`config.mk`:
```
export PLATFORM = sky130hd
export DESIGN_NAME = hex_display_ctrl
export DESIGN_NICKNAME = d
export VERILOG_FILES = /design/src/rtl/hex_display_pkg.sv /design/src/rtl/hex_display_ctrl_tick_prescaler.sv /design/src/rtl/hex_display_ctrl.sv
export SDC_FILE = /design/constraint.sdc
export NUM_CORES = 1
export LEC_CHECK = 0
export CORE_MARGIN = 4
export CORE_UTILIZATION = 50
export DETAILED_ROUTE_END_ITERATION = 10
export PLACE_DENSITY_LB_ADDON = 0.05
export SYNTH_ARGS = -nofsm -noshare
export SYNTH_HDL_FRONTEND = slang
export SYNTH_HIERARCHICAL = 1
export SYNTH_SLANG_ARGS = --single-unit
```
`constraint.sdc`:
```
create_clock -name clk_clk -period 2.4 [get_ports clk_clk]
set_input_delay 0.6 -clock clk_clk [delete_from_list [all_inputs] [get_ports clk_clk]]
set_output_delay 0.6 -clock clk_clk [all_outputs]
set_load 0.05 [all_outputs]
```
`src/rtl/hex_display_pkg.sv`:
```
// Shared types, register map and reset constants for the six-digit hex display controller.
package hex_display_pkg;

    typedef enum logic [1:0] {
        MODE_STATIC = 2'd0,
        MODE_BLINK  = 2'd1,
        MODE_SCROLL = 2'd2,
        MODE_RSVD   = 2'd3
    } mode_e;

    typedef struct packed {
        mode_e mode;
        logic  enable;
    } ctrl_t;

    localparam logic [1:0] ADDR_DATA   = 2'd0;
    localparam logic [1:0] ADDR_CTRL   = 2'd1;
    localparam logic [1:0] ADDR_MSG    = 2'd2;
    localparam logic [1:0] ADDR_STATUS = 2'd3;

    localparam logic [5:0]  SEG_BLANK_ALL  = 6'h3F;
    localparam logic [5:0]  SEG_BLANK_NONE = 6'h00;
    localparam logic [23:0] DATA_RST       = 24'h000000;
    localparam logic [31:0] MSG_RST        = 32'h0000_0000;
    localparam ctrl_t       CTRL_RST       = '{mode: MODE_STATIC, enable: 1'b0};

    // The reserved mode code is displayed exactly like static.
    function automatic mode_e eff_mode(input mode_e m);
        return (m == MODE_RSVD) ? MODE_STATIC : m;
    endfunction

    function automatic logic [31:0] rot_nibble_left(input logic [31:0] v);
        return {v[27:0], v[31:28]};
    endfunction

endpackage

```
`src/rtl/hex_display_ctrl_tick_prescaler.sv`:
```
// Free-running display-tick prescaler: one-cycle tick every TICK_DIV clocks, restartable via clr.
module tick_prescaler #(
    parameter int TICK_DIV = 5_000_000
) (
    input  logic clk,
    input  logic rst_n,
    input  logic clr,
    output logic tick
);

    localparam int                 CNT_W   = $clog2(TICK_DIV);
    localparam logic [CNT_W-1:0]   CNT_MAX = CNT_W'(TICK_DIV - 1);

    logic [CNT_W-1:0] cnt_reg;
    logic [CNT_W-1:0] cnt_next;

    always_comb begin
        cnt_next = cnt_reg + CNT_W'(1);
        if (clr || (cnt_reg == CNT_MAX)) begin
            cnt_next = '0;
        end
    end

    always_ff @(posedge clk or negedge rst_n) begin
        if (!rst_n) begin
            cnt_reg <= '0;
        end else begin
            cnt_reg <= cnt_next;
        end
    end

    // A restart request also swallows a wrap landing in the same cycle.
    assign tick = (cnt_reg == CNT_MAX) && !clr;

endmodule

```
`src/rtl/hex_display_ctrl.sv`:
```
// Avalon-MM controlled six-digit hex display with static, blink and scroll modes.
module hex_display_ctrl
    import hex_display_pkg::*;
#(
    parameter int TICK_DIV = 5_000_000
) (
    input  logic        clk_clk,
    input  logic        reset_reset_n,
    input  logic [1:0]  avs_address,
    input  logic        avs_write,
    input  logic [31:0] avs_writedata,
    input  logic        avs_read,
    output logic [31:0] avs_readdata,
    output logic [23:0] seg_data,
    output logic [5:0]  seg_blank
);

    ctrl_t       ctrl_reg;
    logic [23:0] data_reg;
    logic [31:0] msg_reg;
    logic [31:0] rot_reg;
    logic [2:0]  pos_reg;
    logic        phase_reg;
    logic [31:0] readdata_reg;
    logic [31:0] readdata_next;
    logic [23:0] seg_data_reg;
    logic [23:0] seg_data_next;
    logic [5:0]  seg_blank_reg;
    logic [5:0]  seg_blank_next;

    logic  wr_data;
    logic  wr_ctrl;
    logic  wr_msg;
    logic  any_wr;
    logic  tick_raw;
    logic  tick_eff;
    mode_e mode_sel;
    mode_e wr_mode;
    logic  digit_dark;
    logic [23:0] src_data;

    assign wr_data  = avs_write && (avs_address == ADDR_DATA);
    assign wr_ctrl  = avs_write && (avs_address == ADDR_CTRL);
    assign wr_msg   = avs_write && (avs_address == ADDR_MSG);
    assign any_wr   = wr_data || wr_ctrl || wr_msg;
    assign wr_mode  = mode_e'(avs_writedata[2:1]);
    assign mode_sel = eff_mode(ctrl_reg.mode);

    tick_prescaler #(
        .TICK_DIV (TICK_DIV)
    ) u_prescaler (
        .clk   (clk_clk),
        .rst_n (reset_reset_n),
        .clr   (wr_ctrl),
        .tick  (tick_raw)
    );

    // Any register write in the tick cycle takes priority; that tick is lost.
    assign tick_eff = tick_raw && !any_wr;

    always_ff @(posedge clk_clk or negedge reset_reset_n) begin
        if (!reset_reset_n) begin
            data_reg <= DATA_RST;
            ctrl_reg <= CTRL_RST;
            msg_reg  <= MSG_RST;
        end else begin
            if (wr_data) begin
                data_reg <= avs_writedata[23:0];
            end
            if (wr_ctrl) begin
                ctrl_reg <= '{mode: wr_mode, enable: avs_writedata[0]};
            end
            if (wr_msg) begin
                msg_reg <= avs_writedata;
            end
        end
    end

    always_ff @(posedge clk_clk or negedge reset_reset_n) begin
        if (!reset_reset_n) begin
            rot_reg   <= MSG_RST;
            pos_reg   <= 3'd0;
            phase_reg <= 1'b0;
        end else begin
            if (wr_msg) begin
                rot_reg <= avs_writedata;
                pos_reg <= 3'd0;
            end else if (wr_ctrl && (eff_mode(wr_mode) == MODE_SCROLL)) begin
                rot_reg <= msg_reg;
                pos_reg <= 3'd0;
            end else if (tick_eff && (mode_sel == MODE_SCROLL)) begin
                rot_reg <= rot_nibble_left(rot_reg);
                pos_reg <= pos_reg + 3'd1;
            end

            if (wr_ctrl && (wr_mode == MODE_BLINK)) begin
                phase_reg <= 1'b0;
            end else if (tick_eff && (mode_sel == MODE_BLINK)) begin
                phase_reg <= !phase_reg;
            end
        end
    end

    // Data keeps following the mode source even while the display is disabled.
    assign src_data   = (mode_sel == MODE_SCROLL) ? rot_reg[31:8] : data_reg;
    assign digit_dark = !ctrl_reg.enable || ((mode_sel == MODE_BLINK) && phase_reg);

    generate
        for (genvar gi = 0; gi < 6; gi++) begin : g_digit
            assign seg_data_next[gi*4 +: 4] = src_data[gi*4 +: 4];
            assign seg_blank_next[gi]       = digit_dark;
        end
    endgenerate

    always_ff @(posedge clk_clk or negedge reset_reset_n) begin
        if (!reset_reset_n) begin
            seg_data_reg  <= DATA_RST;
            seg_blank_reg <= SEG_BLANK_ALL;
        end else begin
            seg_data_reg  <= seg_data_next;
            seg_blank_reg <= seg_blank_next;
        end
    end

    always_comb begin
        readdata_next = 32'h0;
        unique case (avs_address)
            ADDR_DATA:   readdata_next = {8'h00, data_reg};
            ADDR_CTRL:   readdata_next = {29'h0, ctrl_reg};
            ADDR_MSG:    readdata_next = msg_reg;
            ADDR_STATUS: readdata_next = {28'h0, pos_reg, phase_reg};
            default:     readdata_next = 32'h0;
        endcase
    end

    // Captured from pre-edge state, so a same-cycle write is not visible yet.
    always_ff @(posedge clk_clk or negedge reset_reset_n) begin
        if (!reset_reset_n) begin
            readdata_reg <= 32'h0;
        end else if (avs_read) begin
            readdata_reg <= readdata_next;
        end
    end

    assign avs_readdata = readdata_reg;
    assign seg_data     = seg_data_reg;
    assign seg_blank    = seg_blank_reg;

endmodule

```
==> results of run 1 <==
## cells in the mapped netlist (3+ instances only)
library cell  count
mux4_2            3
nand4_1           6
nor3_1            4
a2bb2oi_1        32
a31oi_1           3
o21ai_0           5
mux2i_1          22
buf_4             9
nor2_1           29
inv_1            37
clkbuf_1         13
nand3_1           7
xnor2_1          16
mux2_1           10
o22ai_1          60
nor4_1            6
nand2b_1          3
a21oi_1           6
nand2_1          17
buf_6             4
mux2_2          106
buf_2            18
dfrtp_1         174
## worst reg2reg max path, delay by kind of cell, from the launching register on
| family | cells | cell delay (ns) |
|---|---|---|
| AOI/OAI and AO/OA | 1 | 0.19 |
| adders and majority gates | 1 | 0.21 |
| buffers and inverters | 2 | 0.30 |
| DFF | 1 | 0.35 |
| muxes | 1 | 0.32 |
| and+or+nand+nor | 5 | 0.83 |
## metal layers
metal / track usage [%] / part of all wire [%]
met5: 0 / 0
met4: 5.20 / 1.0
met3: 4.31 / 3.5
met2: 37.0 / 50
met1: 29.1 / 45
## worst min path at each step
stage,from,to,cells past startpoint
after floorplan,reset_reset_n,avs_readdata[0]$_DFFE_PN0P_,0
after global placement,ctrl_reg[0]$_DFFE_PN0P_,seg_blank[0]$_DFF_PN1_,1
after detailed placement,ctrl_reg[0]$_DFFE_PN0P_,seg_blank[0]$_DFF_PN1_,1
after CTS,reset_reset_n,avs_readdata[29]$_DFFE_PN0P_,1
after global routing,reset_reset_n,avs_readdata[29]$_DFFE_PN0P_,1
final,reset_reset_n,avs_readdata[29]$_DFFE_PN0P_,1
## logic make-up (layout without fill, tap and decap cells)
group | count (synthesis) | count (layout) | share of synthesized area (%)
xor gates and xnor gates | 18 | 18 | 2.00
muxes | 141 | 141 | 20.2
AOI/OAI and AO/OA | 115 | 115 | 10.4
DFF | 175 | 175 | 55.5
adders and majority gates | 2 | 2 | 0.317
and+or+nand+nor | 93 | 93 | 6.57
buffers and inverters | 83 | 222 | 5.04
## stage by stage
step	cells	hold WS, ns	setup TNS (ns)	area [µm²]
floorplan	627	0.304	0	7900
global placement	943	0.420	-1.19	9420
detailed placement	943	0.407	-3.29	9420
CTS	972	0.149	0	9990
global route	977	0.164	-1.20	10100
finish	977	0.127	0	10100
## what timing repair did
item	4_1_cts	5_1_grt
setup endpoints to repair	6	34
buffers inserted	0	3
hold endpoints to repair	0	0
gates cloned	0	2
resized for setup	6	5
## cell usage in the layout, fill, tap and decap left out, types with 5 or more instances in the layout
| cell | count |
|---|---|
| dfrtp_1 | 174 |
| mux2_2 | 106 |
| clkdlybuf4s50_1 | 92 |
| o22ai_1 | 60 |
| buf_4 | 44 |
| inv_1 | 37 |
| a2bb2oi_1 | 32 |
| nor2_1 | 29 |
| mux2i_1 | 22 |
| clkbuf_16 | 18 |
| nand2_1 | 17 |
| xnor2_1 | 16 |
| buf_12 | 11 |
| mux2_1 | 10 |
| nand3_1 | 7 |
| a21oi_1 | 6 |
| dlygate4sd2_1 | 6 |
| nand4_1 | 6 |
| o21ai_0 | 5 |
| nor4_1 | 5 |
## where the power goes
part | internal [W] | leakage (nW) | total (W) | switching (W)
Sequential | 0.00366 | 2.16 | 0.00424 | 0.000584
Clock | 0.00167 | 0.282 | 0.00275 | 0.00108
Combinational | 0.00131 | 1.87 | 0.00279 | 0.00148
## final cells by class
cell class                 instances  area [µm²]
clock buffer                      22         464
clock inverter                     7         113
fill                            1200        5240
inverter                          37         139
multi-input combinational        369        3150
sequential                       175        4380
tap                              211         264
timing repair buffer             156        1570
==> flow_metrics.tcl, run 1 <==
set metrics [dict create \
    coreArea_um2 15300 \
    dr_total_vias 5474 \
    cts.reportedPaths.clkPinSlew_ns 0.06 \
    drive_gt1_share_pct 27.3 \
    grt_pass1_wl_um 30600 \
    ys_warn_count 6 \
    clk_path_buf_depth 2 \
    cpPeakStageDelay_ns 0.35 \
    end_kind "flop" \
    routed_via_density 5.60 \
    required_ns 2.71 \
    p_leak_nw 4.31 \
    synth_area_leader_cell "dfrtp_1" \
    path_cells "ha_2 -> nand3_4 -> nor4_4 -> nand4_1 -> nor2_1 -> nand3b_1 -> a21oi_4 -> buf_4 -> clkbuf_16 -> mux2_2" \
    crit_type "flop to flop" \
    cp_top_family "simple AND/OR/NAND/NOR gates" \
    synthCells 627 \
    timing.rr.end "rot_reg[31]$_DFFE_PN0P_" \
    wl_um 18800 \
    grt_pass1_vias 5686 \
    regToRegStartpoint "u_prescaler/cnt_reg[0]$_DFF_PN0_" \
    start_util_pct 51.6 \
    ctsRootBufferMaster "clkbuf_16" \
    fin_util_pct 65.8 \
    fin_nets 796 \
    wl_per_cell_um 19.2 \
    synthDistinctLibCells 53 \
    setup_slack_ns 0.0914 \
    p_total_w 0.00979 \
    crit_cells 10 \
    dp_hpwl_um 13200 \
    diodes 0 \
    grt_use_total_pct 21.8 \
    die_y_um 134 \
    cts_buffers 17 \
    htree_levels 4 \
    post-route-period-util_pct 96.2 \
    row_count 45 \
    ys.flop_type "dfrtp_1" \
    start_kind "flop" \
    ir_drop_v 0.000543 \
    ys_seq_area_share_pct 55.5 \
    synth_edf_count 0 \
    syn_area_um2 7900 \
    fmax_mhz 433 \
    yosys.area.top_type_share_pct 55.1 \
    tightest_slew_ns 0.544 \
    die-area_um2 17900 \
    cap_violations 0 \
    clkLatencyLatePin_ns 0.42 \
    port_buffers 99 \
    setup_viol 0 \
    hold_buffers 0 \
    dr.pass1.iters 4 \
    die_w_um 134 \
    cp_slowest_cell "dfrtp_1" \
    drc 0 \
    relSlewSlack_pct 63.7 \
    drt.antenna.violating_nets 0 \
    syn_to_final_growth_pct 27.6 \
    endpoint "rot_reg[31]$_DFFE_PN0P_" \
    skew_ns 0.00910 \
    hp-class "input port to async pin" \
    cts_tree "done" \
    final_max_slew_viol_count 0 \
    r2r_slack_ns 0.09 \
    synthArstFlopShare_pct 100 \
    grt_overflow_total 0 \
    synth_nets 667 \
    cp.arrival_ns 2.62 \
    pin_count 100 \
    grt_max_degree 52 \
    power.density_nw_per_um2 971 \
    postSynthAreaPerCell_um2 12.6 \
    worstPathMaxFanout 6 \
    cp.buffers_inverters 2 \
    place.gp.congestion 0.846 \
    worstRegToRegCells 10 \
    rsz0062_at_grt "true" \
    final-hold-violation-count 0 \
    critPathLaunch "u_prescaler/cnt_reg[0]$_DFF_PN0_" \
    ys_ff_latch 175 \
    antenna_found_initial 0 \
    clock_sinks 175 \
    drt_iter0_drc 322 \
    status "complete, no violations" \
    dp_slack_ns -0.117 \
    finalCriticalPeriod_ns 2.31 \
    synth_area_leaders "dfrtp_1 55%, mux2_2 15%, o22ai_1 4.8%, a2bb2oi_1 3.5%, mux2i_1 2.8%" \
]
(Power assumes the default switching activity.)
==> run 2, diff against run 1 <==
--- a/config.mk
+++ b/config.mk
@@ -8,6 +8,7 @@
 export CORE_MARGIN = 4
 export CORE_UTILIZATION = 50
 export DETAILED_ROUTE_END_ITERATION = 10
+export HOLD_SLACK_MARGIN = 0.12
 export PLACE_DENSITY_LB_ADDON = 0.05
 export SYNTH_ARGS = -nofsm -noshare
 export SYNTH_HDL_FRONTEND = slang
==> results of run 2 <==
Same layout as run 1: the final DEF is identical, and so are final timing and power.
==> run 3, diff against run 2 <==
--- a/config.mk
+++ b/config.mk
@@ -5,8 +5,10 @@
 export SDC_FILE = /design/constraint.sdc
 export NUM_CORES = 1
 export LEC_CHECK = 0
+export CELL_PAD_IN_SITES_DETAIL_PLACEMENT = 1
+export CELL_PAD_IN_SITES_GLOBAL_PLACEMENT = 1
 export CORE_MARGIN = 4
-export CORE_UTILIZATION = 50
+export CORE_UTILIZATION = 41
 export DETAILED_ROUTE_END_ITERATION = 10
 export HOLD_SLACK_MARGIN = 0.12
 export PLACE_DENSITY_LB_ADDON = 0.05
==> run 3 against run 2 <==
Clock power up 7%. Final cell count up 5.4%. Global-route usage down 0.88 points. Sequential share of layout area down 0.85 points. Non-clock buffer count up 1. Sequential power about the same. Worst setup slack worse by 0.066 ns. Critical path depth down 1. Clock skew up 0.00053 ns. Total power up 2.8%. First-iteration DRC count down 23%. Critical path type unchanged.
==> flow_metrics.tcl, run 3 (same netlist as run 1, synthesis figures left out) <==
set metrics [dict create \
    fin_nets 797 \
    clk_path_buf_depth 2 \
    start_kind "flop" \
    crit_type "flop to flop" \
    start_util_pct 41.9 \
    final_cell_mix "173 x dfrtp_1, 101 x mux2_2, 91 x clkdlybuf4s50_1" \
    finalCriticalPeriod_ns 2.37 \
    cap_violations 0 \
    fin_cells 1030 \
    drt.antenna.violating_nets 0 \
    grt_overflow_total 0 \
    drc 0 \
    end_kind "flop" \
    p_int_w 0.00673 \
    skew_ns 0.00962 \
    relSlewSlack_pct 63.1 \
    p_total_w 0.0101 \
    dr.pass1.iters 4 \
    htree_levels 4 \
    r2r_slack_ns 0.03 \
    combPwrFrac_pct 28.7 \
    fmax_mhz 421 \
    worstRegToRegCells 9 \
    grt_max_degree 50 \
    final_common_cell "dfrtp_1" \
    die-area_um2 21500 \
    clock_sinks 175 \
    p_leak_nw 4.38 \
    nFillCells 1899 \
    status "complete, no violations" \
    clock_power_share_pct 29.3 \
    final-hold-violation-count 0 \
    required_ns 2.71 \
    endpoint "rot_reg[27]$_DFFE_PN0P_" \
    fin_area_um2 10300 \
    p_sw_w 0.00333 \
    antenna_found_initial 0 \
    die_y_um 147 \
    place_area_um2 9460 \
    hp-class "flop to flop" \
    ctsRootBufferMaster "clkbuf_16" \
    clkLatencyLatePin_ns 0.43 \
    syn_to_final_growth_pct 30.2 \
    regToRegStartpoint "u_prescaler/cnt_reg[16]$_DFF_PN0_" \
    power.density_nw_per_um2 979 \
    critPathLaunch "u_prescaler/cnt_reg[16]$_DFF_PN0_" \
    tightest_slew_ns 0.548 \
    cp.arrival_ns 2.69 \
    dr_total_vias 5553 \
    diodes 0 \
    place.gp.congestion 0.833 \
    coreArea_um2 18800 \
    rsz0062_at_grt "true" \
    setup_viol 0 \
    row_count 50 \
    p_seq_share_pct 42.1 \
    routed_via_density 5.39 \
    drt_iter0_drc 247 \
    wl_um 22000 \
    grt_use_total_pct 20.9 \
    placed_cells 990 \
    hold_slack_ns 0.430 \
    cts.reportedPaths.clkPinSlew_ns 0.07 \
    pin_count 100 \
    die_w_um 147 \
    ir_drop_v 0.000588 \
    grt_pass1_wl_um 35300 \
    cts_buffers 17 \
    worstPathMaxFanout 7 \
    drive_gt1_share_pct 28.7 \
    port_buffers 99 \
    final_max_slew_viol_count 0 \
    sw_frac_of_total_pct 33.1 \
    cts_tree "done" \
    timing.rr.end "rot_reg[27]$_DFFE_PN0P_" \
    dp_hpwl_um 15300 \
    post-route-period-util_pct 98.9 \
    grt_pass1_vias 6211 \
    wl_per_cell_um 21.3 \
]
run 3: cell types whose count changed in the layout (fill, tap and decap cells not counted), sizes merged:
cell	delta
clkinv	-1
clkinvlp	+2
clkbuf	-2
inv	+5
dlygate4sd3	+1
clkdlybuf4s50	-1
run 3: worst min path at each step:
stage	start	to	slack (ns)	depth (start not counted)
finish	ctrl_reg[0]$_DFFE_PN0P_	seg_blank[0]$_DFF_PN1_	0.43	1
CTS	ctrl_reg[0]$_DFFE_PN0P_	seg_blank[0]$_DFF_PN1_	0.44	1
global route	ctrl_reg[0]$_DFFE_PN0P_	seg_blank[0]$_DFF_PN1_	0.44	1
global placement	ctrl_reg[0]$_DFFE_PN0P_	seg_blank[0]$_DFF_PN1_	0.41	1
detailed placement	ctrl_reg[0]$_DFFE_PN0P_	seg_blank[0]$_DFF_PN1_	0.43	1
floorplan	reset_reset_n	avs_readdata[0]$_DFFE_PN0P_	0.30	0
run 3: critical path: stages (launching register included):
cell       delay (ns)
dfrtp_1          0.39
nand4bb_4        0.24
nor4_4           0.28
nand4_1          0.18
nor2_2           0.16
nand3b_1         0.16
a21oi_4          0.21
buf_12           0.14
clkbuf_16        0.15
mux2_2           0.33
run 3: final cells by class:
| cell class | instances | area, µm² | area share, % |
|---|---|---|---|
| sequential | 175 | 4380 | 42.6 |
| inverter | 37 | 139 | 1.35 |
| multi-input combinational | 369 | 3200 | 31.1 |
| tap | 260 | 325 | 3.16 |
| clock inverter | 13 | 174 | 1.69 |
| clock buffer | 19 | 453 | 4.40 |
| timing repair buffer | 157 | 1610 | 15.7 |
run 3: what timing repair did:
action / CTS / global route
pin swaps: 0 / 4
setup endpoints to repair: 39 / 32
resized for setup: 9 / 14
gates cloned: 0 / 3
hold buffers: 1 / 0
buffers inserted: 0 / 4
hold endpoints to repair: 38 / 0
run 3: layer usage:
metal	wire, µm	track usage [%]	vias to the layer above
met4	357	6.02	0
met5	0	0	-
li1	-	-	2536
met2	11400	36.7	100
met1	9560	26.5	2895
met3	669	3.82	22
run 3: power by group through the flow:
stage / sequential (W) / clock (W) / combinational (W)
final: 0.00424 / 0.00294 / 0.00288
after global routing: 0.00433 / 0.00316 / 0.00307
after CTS: 0.00423 / 0.00301 / 0.00284
after detailed placement: 0.00429 / 0 / 0.00283
after global placement: 0.00424 / 0 / 0.00277
after floorplan: 0.00478 / 0 / 0.00123
run 3: metrics by stage:
step / TNS (ns) / utilization (%) / setup slack (ns)
after floorplan: 0 / - / 0.138
after global placement: -3.10 / 50.3 / -0.0842
after detailed placement: -5.15 / 50.3 / -0.144
after CTS: 0 / 53.7 / 0.0241
after global routing: -0.971 / 54.6 / -0.0489
final: 0 / 54.6 / 0.0253
